$ cat config.mk
export PLATFORM = sky130hd
export DESIGN_NAME = execute_stage
export DESIGN_NICKNAME = d
export VERILOG_FILES = /design/src/rtl/execute_stage.sv
export SDC_FILE = /design/constraint.sdc
export NUM_CORES = 1
export LEC_CHECK = 0
export CORE_UTILIZATION = 50
export DETAILED_ROUTE_END_ITERATION = 7
export DONT_BUFFER_PORTS = 1
export SYNTH_ARGS = -nofsm -noshare
export SYNTH_HDL_FRONTEND = slang
export SYNTH_SLANG_ARGS = --single-unit
$ cat constraint.sdc
create_clock -name clock -period 4.9 [get_ports clock]
set_clock_uncertainty 0.2 [all_clocks]
set_input_delay 0.98 -clock clock [delete_from_list [all_inputs] [get_ports clock]]
set_output_delay 0.98 -clock clock [all_outputs]
set_load 0.01 [all_outputs]
$ cat src/rtl/execute_stage.sv
// Execute stage of a 5-stage MIPS-style pipeline: ALU, branch/jump resolution and the EX/MEM register.
// Optional iterative MULT/DIV unit with HI/LO registers is enabled by defining EX_MULDIV_EN.
module execute_stage #(
  parameter int DATA_SIZE    = 32,
  parameter int ADDRESS_SIZE = 32
) (
  input  logic                    clock,
  input  logic                    reset,
  input  logic                    mem_stall_c,
  input  logic [ADDRESS_SIZE-1:0] ID_EX_nextPC,
  input  logic [DATA_SIZE-1:0]    ID_EX_A,
  input  logic [DATA_SIZE-1:0]    ID_EX_B,
  input  logic [15:0]             ID_EX_imm,
  input  logic [4:0]              ID_EX_rs,
  input  logic [4:0]              ID_EX_rt,
  input  logic [4:0]              ID_EX_rd,
  input  logic [5:0]              ID_EX_op,
  input  logic [1:0]              ID_EX_instruc_type,
  output logic [DATA_SIZE-1:0]    EX_MEM_ALUout,
  output logic [DATA_SIZE-1:0]    EX_MEM_B,
  output logic [4:0]              EX_MEM_dest,
  output logic [5:0]              EX_MEM_op,
  output logic [1:0]              EX_MEM_instruc_type,
  output logic                    EX_MEM_regwrite,
  output logic                    EX_MEM_branch_taken,
  output logic [ADDRESS_SIZE-1:0] EX_MEM_target,
  output logic                    ex_stall_c
);

  localparam logic [1:0] TYPE_R = 2'b11;
  localparam logic [1:0] TYPE_I = 2'b10;
  localparam logic [1:0] TYPE_J = 2'b01;

  localparam logic [5:0] OP_ADD  = 6'b100000;
  localparam logic [5:0] OP_SUB  = 6'b100010;
  localparam logic [5:0] OP_AND  = 6'b100100;
  localparam logic [5:0] OP_OR   = 6'b100101;
  localparam logic [5:0] OP_SLT  = 6'b101010;
  localparam logic [5:0] OP_MFHI = 6'b010000;
  localparam logic [5:0] OP_MFLO = 6'b010010;
  localparam logic [5:0] OP_ADDI = 6'b001000;
  localparam logic [5:0] OP_LW   = 6'b100011;
  localparam logic [5:0] OP_SW   = 6'b101011;
  localparam logic [5:0] OP_BEQ  = 6'b000100;
  localparam logic [5:0] OP_J    = 6'b000010;
`ifdef EX_MULDIV_EN
  localparam logic [5:0] OP_MULT = 6'b011000;
  localparam logic [5:0] OP_DIV  = 6'b011010;
`endif

  logic [DATA_SIZE-1:0]    sext_imm;
  logic [ADDRESS_SIZE-1:0] br_offset;
  logic [ADDRESS_SIZE-1:0] j_target;
  logic [DATA_SIZE-1:0]    hi_val;
  logic [DATA_SIZE-1:0]    lo_val;
  logic                    load_slot;

  logic [DATA_SIZE-1:0]    dec_alu;
  logic [4:0]              dec_dest;
  logic                    dec_regwrite;
  logic                    dec_taken;
  logic [ADDRESS_SIZE-1:0] dec_target;
`ifdef EX_MULDIV_EN
  logic                    dec_muldiv;
  logic                    dec_is_div;
`endif

  logic [DATA_SIZE-1:0]    alu_out_q, alu_out_d;
  logic [DATA_SIZE-1:0]    b_q, b_d;
  logic [4:0]              dest_q, dest_d;
  logic [5:0]              op_q, op_d;
  logic [1:0]              type_q, type_d;
  logic                    regwrite_q, regwrite_d;
  logic                    taken_q, taken_d;
  logic [ADDRESS_SIZE-1:0] target_q, target_d;

  assign sext_imm  = {{(DATA_SIZE-16){ID_EX_imm[15]}}, ID_EX_imm};
  assign br_offset = {{(ADDRESS_SIZE-18){ID_EX_imm[15]}}, ID_EX_imm, 2'b00};
  assign j_target  = {ID_EX_nextPC[ADDRESS_SIZE-1:28], ID_EX_rs, ID_EX_rt, ID_EX_imm, 2'b00};

  always_comb begin
    dec_alu      = '0;
    dec_dest     = 5'd0;
    dec_regwrite = 1'b0;
    dec_taken    = 1'b0;
    dec_target   = '0;
`ifdef EX_MULDIV_EN
    dec_muldiv   = 1'b0;
    dec_is_div   = 1'b0;
`endif
    case (ID_EX_instruc_type)
      TYPE_R: begin
        dec_dest     = ID_EX_rd;
        dec_regwrite = 1'b1;
        case (ID_EX_op)
          OP_ADD:  dec_alu = ID_EX_A + ID_EX_B;
          OP_SUB:  dec_alu = ID_EX_A - ID_EX_B;
          OP_AND:  dec_alu = ID_EX_A & ID_EX_B;
          OP_OR:   dec_alu = ID_EX_A | ID_EX_B;
          OP_SLT:  dec_alu = DATA_SIZE'($signed(ID_EX_A) < $signed(ID_EX_B));
          OP_MFHI: dec_alu = hi_val;
          OP_MFLO: dec_alu = lo_val;
`ifdef EX_MULDIV_EN
          OP_MULT, OP_DIV: begin
            dec_dest     = 5'd0;
            dec_regwrite = 1'b0;
            dec_muldiv   = 1'b1;
            dec_is_div   = (ID_EX_op == OP_DIV);
          end
`endif
          default: begin
            dec_dest     = 5'd0;
            dec_regwrite = 1'b0;
          end
        endcase
      end
      TYPE_I: begin
        case (ID_EX_op)
          OP_ADDI, OP_LW: begin
            dec_alu      = ID_EX_A + sext_imm;
            dec_dest     = ID_EX_rt;
            dec_regwrite = 1'b1;
          end
          OP_SW:   dec_alu = ID_EX_A + sext_imm;
          OP_BEQ: begin
            dec_taken  = (ID_EX_A == ID_EX_B);
            dec_target = ID_EX_nextPC + br_offset;
          end
          default: ;
        endcase
      end
      TYPE_J: begin
        if (ID_EX_op == OP_J) begin
          dec_taken  = 1'b1;
          dec_target = j_target;
        end
      end
      default: ;
    endcase
  end

  // Slot loads the decoded instruction, a bubble when busy/starting mul-div, or holds under memory stall.
  always_comb begin
    alu_out_d  = alu_out_q;
    b_d        = b_q;
    dest_d     = dest_q;
    op_d       = op_q;
    type_d     = type_q;
    regwrite_d = regwrite_q;
    taken_d    = taken_q;
    target_d   = target_q;
    if (!mem_stall_c) begin
      if (load_slot) begin
        alu_out_d  = dec_alu;
        b_d        = ID_EX_B;
        dest_d     = dec_dest;
        op_d       = ID_EX_op;
        type_d     = ID_EX_instruc_type;
        regwrite_d = dec_regwrite;
        taken_d    = dec_taken;
        target_d   = dec_target;
      end else begin
        alu_out_d  = '0;
        b_d        = '0;
        dest_d     = 5'd0;
        op_d       = 6'd0;
        type_d     = 2'b00;
        regwrite_d = 1'b0;
        taken_d    = 1'b0;
        target_d   = '0;
      end
    end
  end

  always_ff @(posedge clock) begin
    if (reset) begin
      alu_out_q  <= '0;
      b_q        <= '0;
      dest_q     <= 5'd0;
      op_q       <= 6'd0;
      type_q     <= 2'b00;
      regwrite_q <= 1'b0;
      taken_q    <= 1'b0;
      target_q   <= '0;
    end else begin
      alu_out_q  <= alu_out_d;
      b_q        <= b_d;
      dest_q     <= dest_d;
      op_q       <= op_d;
      type_q     <= type_d;
      regwrite_q <= regwrite_d;
      taken_q    <= taken_d;
      target_q   <= target_d;
    end
  end

  assign EX_MEM_ALUout       = alu_out_q;
  assign EX_MEM_B            = b_q;
  assign EX_MEM_dest         = dest_q;
  assign EX_MEM_op           = op_q;
  assign EX_MEM_instruc_type = type_q;
  assign EX_MEM_regwrite     = regwrite_q;
  assign EX_MEM_branch_taken = taken_q;
  assign EX_MEM_target       = target_q;

`ifdef EX_MULDIV_EN
  localparam logic [0:0] ST_IDLE = 1'b0;
  localparam logic [0:0] ST_BUSY = 1'b1;
  localparam int CNT_W = $clog2(DATA_SIZE);
  localparam logic [CNT_W-1:0] CNT_LAST = CNT_W'(DATA_SIZE - 1);

  logic [0:0]             state_q, state_d;
  logic [CNT_W-1:0]       cnt_q, cnt_d;
  logic [2*DATA_SIZE-1:0] acc_q, acc_d;
  logic [DATA_SIZE-1:0]   opnd_q, opnd_d;
  logic                   is_div_q, is_div_d;
  logic [DATA_SIZE-1:0]   hi_q, hi_d;
  logic [DATA_SIZE-1:0]   lo_q, lo_d;

  logic [DATA_SIZE-1:0]   mul_addend;
  logic [DATA_SIZE:0]     mul_sum;
  logic [DATA_SIZE:0]     div_shift;
  logic                   div_fits;
  logic [DATA_SIZE-1:0]   div_diff;
  logic [2*DATA_SIZE-1:0] iter_acc;

  assign hi_val     = hi_q;
  assign lo_val     = lo_q;
  assign load_slot  = (state_q == ST_IDLE) && !dec_muldiv;
  assign ex_stall_c = (state_q == ST_BUSY);

  // acc holds {partial_hi, multiplier} for MULT and {remainder, dividend/quotient} for DIV.
  always_comb begin
    mul_addend = acc_q[0] ? opnd_q : '0;
    mul_sum    = {1'b0, acc_q[2*DATA_SIZE-1:DATA_SIZE]} + {1'b0, mul_addend};
    div_shift  = {acc_q[2*DATA_SIZE-1:DATA_SIZE], acc_q[DATA_SIZE-1]};
    div_fits   = (div_shift >= {1'b0, opnd_q});
    div_diff   = div_shift[DATA_SIZE-1:0] - opnd_q;
    if (is_div_q)
      iter_acc = {(div_fits ? div_diff : div_shift[DATA_SIZE-1:0]), acc_q[DATA_SIZE-2:0], div_fits};
    else
      iter_acc = {mul_sum, acc_q[DATA_SIZE-1:1]};
  end

  always_comb begin
    state_d  = state_q;
    cnt_d    = cnt_q;
    acc_d    = acc_q;
    opnd_d   = opnd_q;
    is_div_d = is_div_q;
    hi_d     = hi_q;
    lo_d     = lo_q;
    case (state_q)
      ST_IDLE: begin
        if (!mem_stall_c && dec_muldiv) begin
          state_d  = ST_BUSY;
          cnt_d    = '0;
          is_div_d = dec_is_div;
          if (dec_is_div) begin
            acc_d  = {{DATA_SIZE{1'b0}}, ID_EX_A};
            opnd_d = ID_EX_B;
          end else begin
            acc_d  = {{DATA_SIZE{1'b0}}, ID_EX_B};
            opnd_d = ID_EX_A;
          end
        end
      end
      default: begin
        acc_d = iter_acc;
        cnt_d = cnt_q + 1'b1;
        if (cnt_q == CNT_LAST) begin
          state_d = ST_IDLE;
          cnt_d   = '0;
          hi_d    = iter_acc[2*DATA_SIZE-1:DATA_SIZE];
          lo_d    = iter_acc[DATA_SIZE-1:0];
        end
      end
    endcase
  end

  always_ff @(posedge clock) begin
    if (reset) begin
      state_q  <= ST_IDLE;
      cnt_q    <= '0;
      acc_q    <= '0;
      opnd_q   <= '0;
      is_div_q <= 1'b0;
      hi_q     <= '0;
      lo_q     <= '0;
    end else begin
      state_q  <= state_d;
      cnt_q    <= cnt_d;
      acc_q    <= acc_d;
      opnd_q   <= opnd_d;
      is_div_q <= is_div_d;
      hi_q     <= hi_d;
      lo_q     <= lo_d;
    end
  end
`else
  assign hi_val     = '0;
  assign lo_val     = '0;
  assign load_slot  = 1'b1;
  assign ex_stall_c = 1'b0;
`endif

endmodule

== After elaboration in Yosys (flattened, before gate mapping) ==
Cells that the tools add are included.

* Add/sub/neg operators: 4
* Multipliers: 0
* Div/mod/pow operators: 0
* Order comparisons: 1
* Equal/unequal tests: 16
* Shift operators: 0
* Muxes and demuxes: 15
* Bitwise operators: 2
* Reduce and logical (&&, ||, !) cells: 3

{| class="wikitable"
|+ Operators with widths
! operator !! count
|-
| 32-bit one-hot mux with 5 select lines || 1
|-
| 32-bit one-hot mux with 2 select lines || 2
|-
| 32-bit adder || 3
|-
| 32-bit 2-to-1 mux || 3
|-
| 6-bit == test, second input constant || 7
|-
| 32-bit bitwise AND || 1
|-
| 32-bit == test || 1
|-
| 32-bit < comparator || 1
|-
| 32-bit bitwise OR || 1
|-
| 32-bit subtractor || 1
|-
| 6-bit by 5-bit == test with 1-bit output, second input constant || 2
|-
| 5-bit 2-to-1 mux || 2
|-
| 5-bit one-hot mux with 2 select lines || 1
|-
| 7-bit OR reduction || 1
|-
| 6-bit by 2-bit == test with 1-bit output, second input constant || 1
|-
| 6-bit by 3-bit == test with 1-bit output, second input constant || 1
|-
| 6-bit by 4-bit == test with 1-bit output, second input constant || 1
|-
| 2-bit == test, second input constant || 2
|-
| 1-bit 2-to-1 mux || 4
|-
| 1-bit one-hot mux with 2 select lines || 2
|-
| 3-bit OR reduction || 1
|-
| 2-bit by 1-bit == test with 1-bit output, second input constant || 1
|-
| 2-bit OR reduction || 1
|}

* Register bits after elaboration: 111
* Bits in latches: 0
* Bits in writable memories: 0
* Memory bits (read-only): 0
* Output and inout port bits: 112
* Word-level logic and storage cells: 49
* Memories kept: 0

== Depth between registers and ports, before layout ==
* Word-level depth: 4
* Gate-level depth with buffers: 13
* Gate-level depth less buffers: 13

== Worst setup path before layout ==
No wires, ideal clock.

* Path type: input to register
* Start point: input ID_EX_nextPC[2]
* End point: register target_q[26], in the netlist EX_MEM_target[26]
* Library setup time: 0.116 ns
* Arrival time: 3.398 ns
* Data required time: 4.584 ns
* Path slack: 1.185 ns
* Stages on the path: 11
* Cell sequence: ha_1 > fa_1 > a21o_1 > a21o_1 > a2111oi_2 > o21ai_1 > nand4_1 > a21oi_1 > o311ai_1 > nand3_1 > a31o_2

* Cells in the longest elaborated chain, start to end: 3

{| class="wikitable"
|+ Ends and longest elaborated chain
! item !! line !! source
|-
| start: declaration || 10 || <nowiki>input logic [ADDRESS_SIZE-1:0] ID_EX_nextPC,</nowiki>
|-
| 32-bit adder || 127 || <nowiki>dec_target = ID_EX_nextPC + br_offset;</nowiki>
|-
| 32-bit 2-to-1 mux || 118 || <nowiki>case (ID_EX_op)</nowiki>
|-
| 32-bit one-hot mux with 2 select lines || 91 || <nowiki>case (ID_EX_instruc_type)</nowiki>
|-
| end signal: assignment || 193 || <nowiki>target_q <= target_d;</nowiki>
|-
| end: declaration || 75 || <nowiki>logic [ADDRESS_SIZE-1:0] target_q, target_d;</nowiki>
|}

No other way between the ends.
A chain may end at the register's enable or synchronous reset.

== Worst setup path in the final report ==
* Start point: input ID_EX_A[0]
* End point: register alu_out_q[26], in the netlist EX_MEM_ALUout[26]

* Cells in the longest elaborated chain, start to end: 3

{| class="wikitable"
|+ Ends and longest elaborated chain
! item !! line !! source
|-
| start: declaration || 11 || <nowiki>input logic [DATA_SIZE-1:0] ID_EX_A,</nowiki>
|-
| 32-bit subtractor, or another cell as far along || 97 || <nowiki>OP_SUB: dec_alu = ID_EX_A - ID_EX_B;</nowiki>
|-
| 32-bit one-hot mux with 5 select lines / 32-bit 2-to-1 mux (equally long branches) || -- ||
|-
| 32-bit one-hot mux with 2 select lines * || 91 ||
|-
| end signal: assignment || 186 || <nowiki>alu_out_q <= alu_out_d;</nowiki>
|-
| end: declaration || 68 || <nowiki>logic [DATA_SIZE-1:0] alu_out_q, alu_out_d;</nowiki>
|}

Mark *: on every way between the ends. The rest lies on a longest branch, timed or not.

==> results.txt <==
sequential area share after synthesis -> 18.09%
VDD IR max -> 0.0001383 V
cells on worst reg2reg path -> 4
Inserted Clock Buffers -> 9
synth warn -> 0
EDFF count, synth -> 0
Die H -> 158.7 um
Critical R2R Capture -> EX_MEM_ALUout[29]
Worst setup EP type -> register
Routed WL -> 41960 um
Max H-tree Level -> 3
Clk pin slew, worst setup/hold paths -> 0.09 ns
crit-path max FO -> 4
Syn Inst Count -> 1632
Post-Syn Area -> 12280 um2
drt first pass iters -> 6
Post-Syn Nets -> 1933
Synth Area in XOR/XNOR -> 4.849%
initial drt markers -> 1008
commonest non-fill, non-tap cell in the layout -> nor2_1
Worst Hold Launch -> EX_MEM_ALUout[9]
Final Slew Violations -> 0
dpl ws -> 0.6935 ns
worst skew pair latency -> 0.38 ns
CTS resizes -> 0
clk buf depth -> 2
clock tree sinks -> 111
Antenna diodes -> 0
Ports -> 250
post-DR wirelength/cell -> 22.20 um
startpoint types -> primary input
Compound-Gate Fraction of Synth Area -> 32.04%
GRT Residual Overflow -> 0
largest net degree at the start of global routing -> 122
DP HPWL -> 31610 um
DR vias/cell -> 6.507
area share of and/or/nand/nor cells after synthesis -> 17.84%
DRC viols -> 0
overall power -> 2.790 mW
leak pwr -> 5.478 nW
max-cap violation count -> 0
via count -> 12300
minimum clock period -> 3.935 ns
initial antenna violation count -> 0
Async S/R FF share, synth -> 0%
max_slew headroom -> 54.95%
most frequent cells in the layout -> 171 x nor2_1, 159 x ha_1, 132 x a21oi_1
Hold Crit Depth -> 2
Std-Cell Rows -> 56
Area contributors post-synth -> dfxtp_1 18%, ha_1 16%, a21oi_1 5.4%, nor2_1 5.2%, o21ai_0 3.9%
share of layout cells above drive strength 1 -> 3.947%
reg2reg setup slack -> 3.10 ns
multiplexer area fraction after synthesis -> 3.667%
final core utilization -> 53.57%
worst setup margin -> 0.9652 ns
setup violators final -> 0
Power Density -> 219.3 nW/um2
Core Area -> 23750 um2
adder-cell share of the synthesized area -> 16.85%
Hold Violations, Final -> 0
first-pass GRT wire length -> 66370 um
Least-Margin Pin Slew -> 0.6686 ns
largest family of logic cells by synthesized area -> compound AO/OA/AOI/OAI gates
most used flip-flop cell after synthesis -> dfxtp_1
CTS tree -> done
postcts setup bufs -> 0
Die Span X -> 158.7 um
Final nets -> 1867
Final GP Congestion -> 0.9461
Yosys reg bits -> 111
Die Area -> 25190 um2
worst endpoint required time -> 4.98 ns
setup TNS -> 0 ns
Fmax -> 0.2541 GHz
overall routing resource usage -> 32.66%
area share of the leading cell type in the synthesized netlist -> 18.09%
end of the worst hold path -> EX_MEM_ALUout[9]
CP Class -> primary input to register
Cell variety after synth -> 91
RSZ-0062 raised after global routing -> false
crit share post-route -> 80.30%
antenna-violating nets left -> 0
Area growth syn-to-layout -> 3.597%
syn avg cell area -> 7.526 um2
hold_buf cts -> 0
outcome -> complete, no violations
Initial Utilization -> 51.71%
vias in the first global route -> 11890
leading area contributor after synthesis -> dfxtp_1
Critical Path AT -> 4.01 ns
IO buf count -> 0
worst reg2reg path startpoint -> EX_MEM_ALUout[29]
clk root buf -> clkbuf_16
HP Class -> register to register
-- synthesized netlist by cell type, types with 17 or more instances --
cell        n
nor2_1    171
ha_1      159
a21oi_1   133
inv_1     119
dfxtp_1   111
o21ai_0    95
nand2_1    89
clkbuf_1   67
a21o_1     48
mux2i_1    45
xnor2_1    45
a211oi_1   39
nor3_1     38
nand3_1    34
o22ai_1    31
o21bai_1   24
xor2_1     23
a22oi_1    22
a31oi_1    22
a221oi_1   17
and3_1     17
nand4_1    17
o211ai_1   17
-- how the worst max path moves through the flow --
| stage | slack, ns | cells past startpoint | end | start |
|---|---|---|---|---|
| after floorplan | 1.19 | 11 | EX_MEM_target[26] | ID_EX_nextPC[2] |
| after global placement | 0.68 | 11 | EX_MEM_target[26] | ID_EX_nextPC[2] |
| after detailed placement | 0.69 | 11 | EX_MEM_ALUout[26] | ID_EX_A[0] |
| after CTS | 1.07 | 11 | EX_MEM_ALUout[26] | ID_EX_A[0] |
| after global routing | 0.85 | 11 | EX_MEM_ALUout[26] | ID_EX_A[0] |
| final | 0.97 | 11 | EX_MEM_ALUout[26] | ID_EX_A[0] |
-- sequential cells by signal, summed over array words and instances (netlist names) --
signal	count
EX_MEM_branch_taken	1
EX_MEM_target	32
EX_MEM_ALUout	32
EX_MEM_regwrite	1
EX_MEM_B	32
EX_MEM_op	6
EX_MEM_dest	5
EX_MEM_instruc_type	2
-- metrics by stage --
stage	instances	cell area [um2]	hold WS [ns]
after floorplan	1632	12280	0.2944
after global placement	1874	12420	0.2978
after detailed placement	1874	12420	0.3050
after CTS	1890	12720	0.3180
after global routing	1890	12720	0.3475
final	1890	12720	0.3227
-- routing by layer --
metal / GRT usage [%] / share of wire (%) / up-vias
met5: 0 / 0 / -
met4: 9.356 / 2.1 / 0
met3: 6.897 / 8.7 / 63
met2: 53.63 / 46 / 520
met1: 42.74 / 43 / 5841
li1: - / - / 5875
-- final cells by class --
cell class | count | area (um2)
fillers | 2370 | 11030
flip-flops and latches | 111 | 2222
repair buffers | 11 | 82.58
inverters | 123 | 461.7
multi-input cells | 1310 | 9256
clock buffers | 10 | 239.0
clock inverters | 6 | 62.56
well taps | 319 | 399.1
-- where the power goes --
part           total (mW)  switching [mW]  leakage, nW  internal, mW
Clock               0.799           0.424        0.148         0.375
Sequential          0.975          0.0399        0.908         0.935
Combinational        1.02           0.607         4.42         0.409
-- critical path, stage by stage --
cell and delay, ns:
ha_1 0.20, fa_1 0.26, a211oi_1 0.10, o21ai_0 0.47
a31oi_1 0.28, a21oi_1 0.43, a31oi_1 0.27, o31ai_2 0.48
mux2i_1 0.23, a21oi_1 0.09, a211o_1 0.22
-- logic make-up (layout without fill, tap and decap cells) --
logic type	count (synthesis)	in the layout
AOI/OAI and AO/OA	577	577
and+or+nand+nor	456	456
buffers and inverters	211	150
adders and majority gates	163	163
DFF	111	111
xor gates and xnor gates	68	68
muxes	45	45
other	1	1
Power figures use the tool's default switching activity.
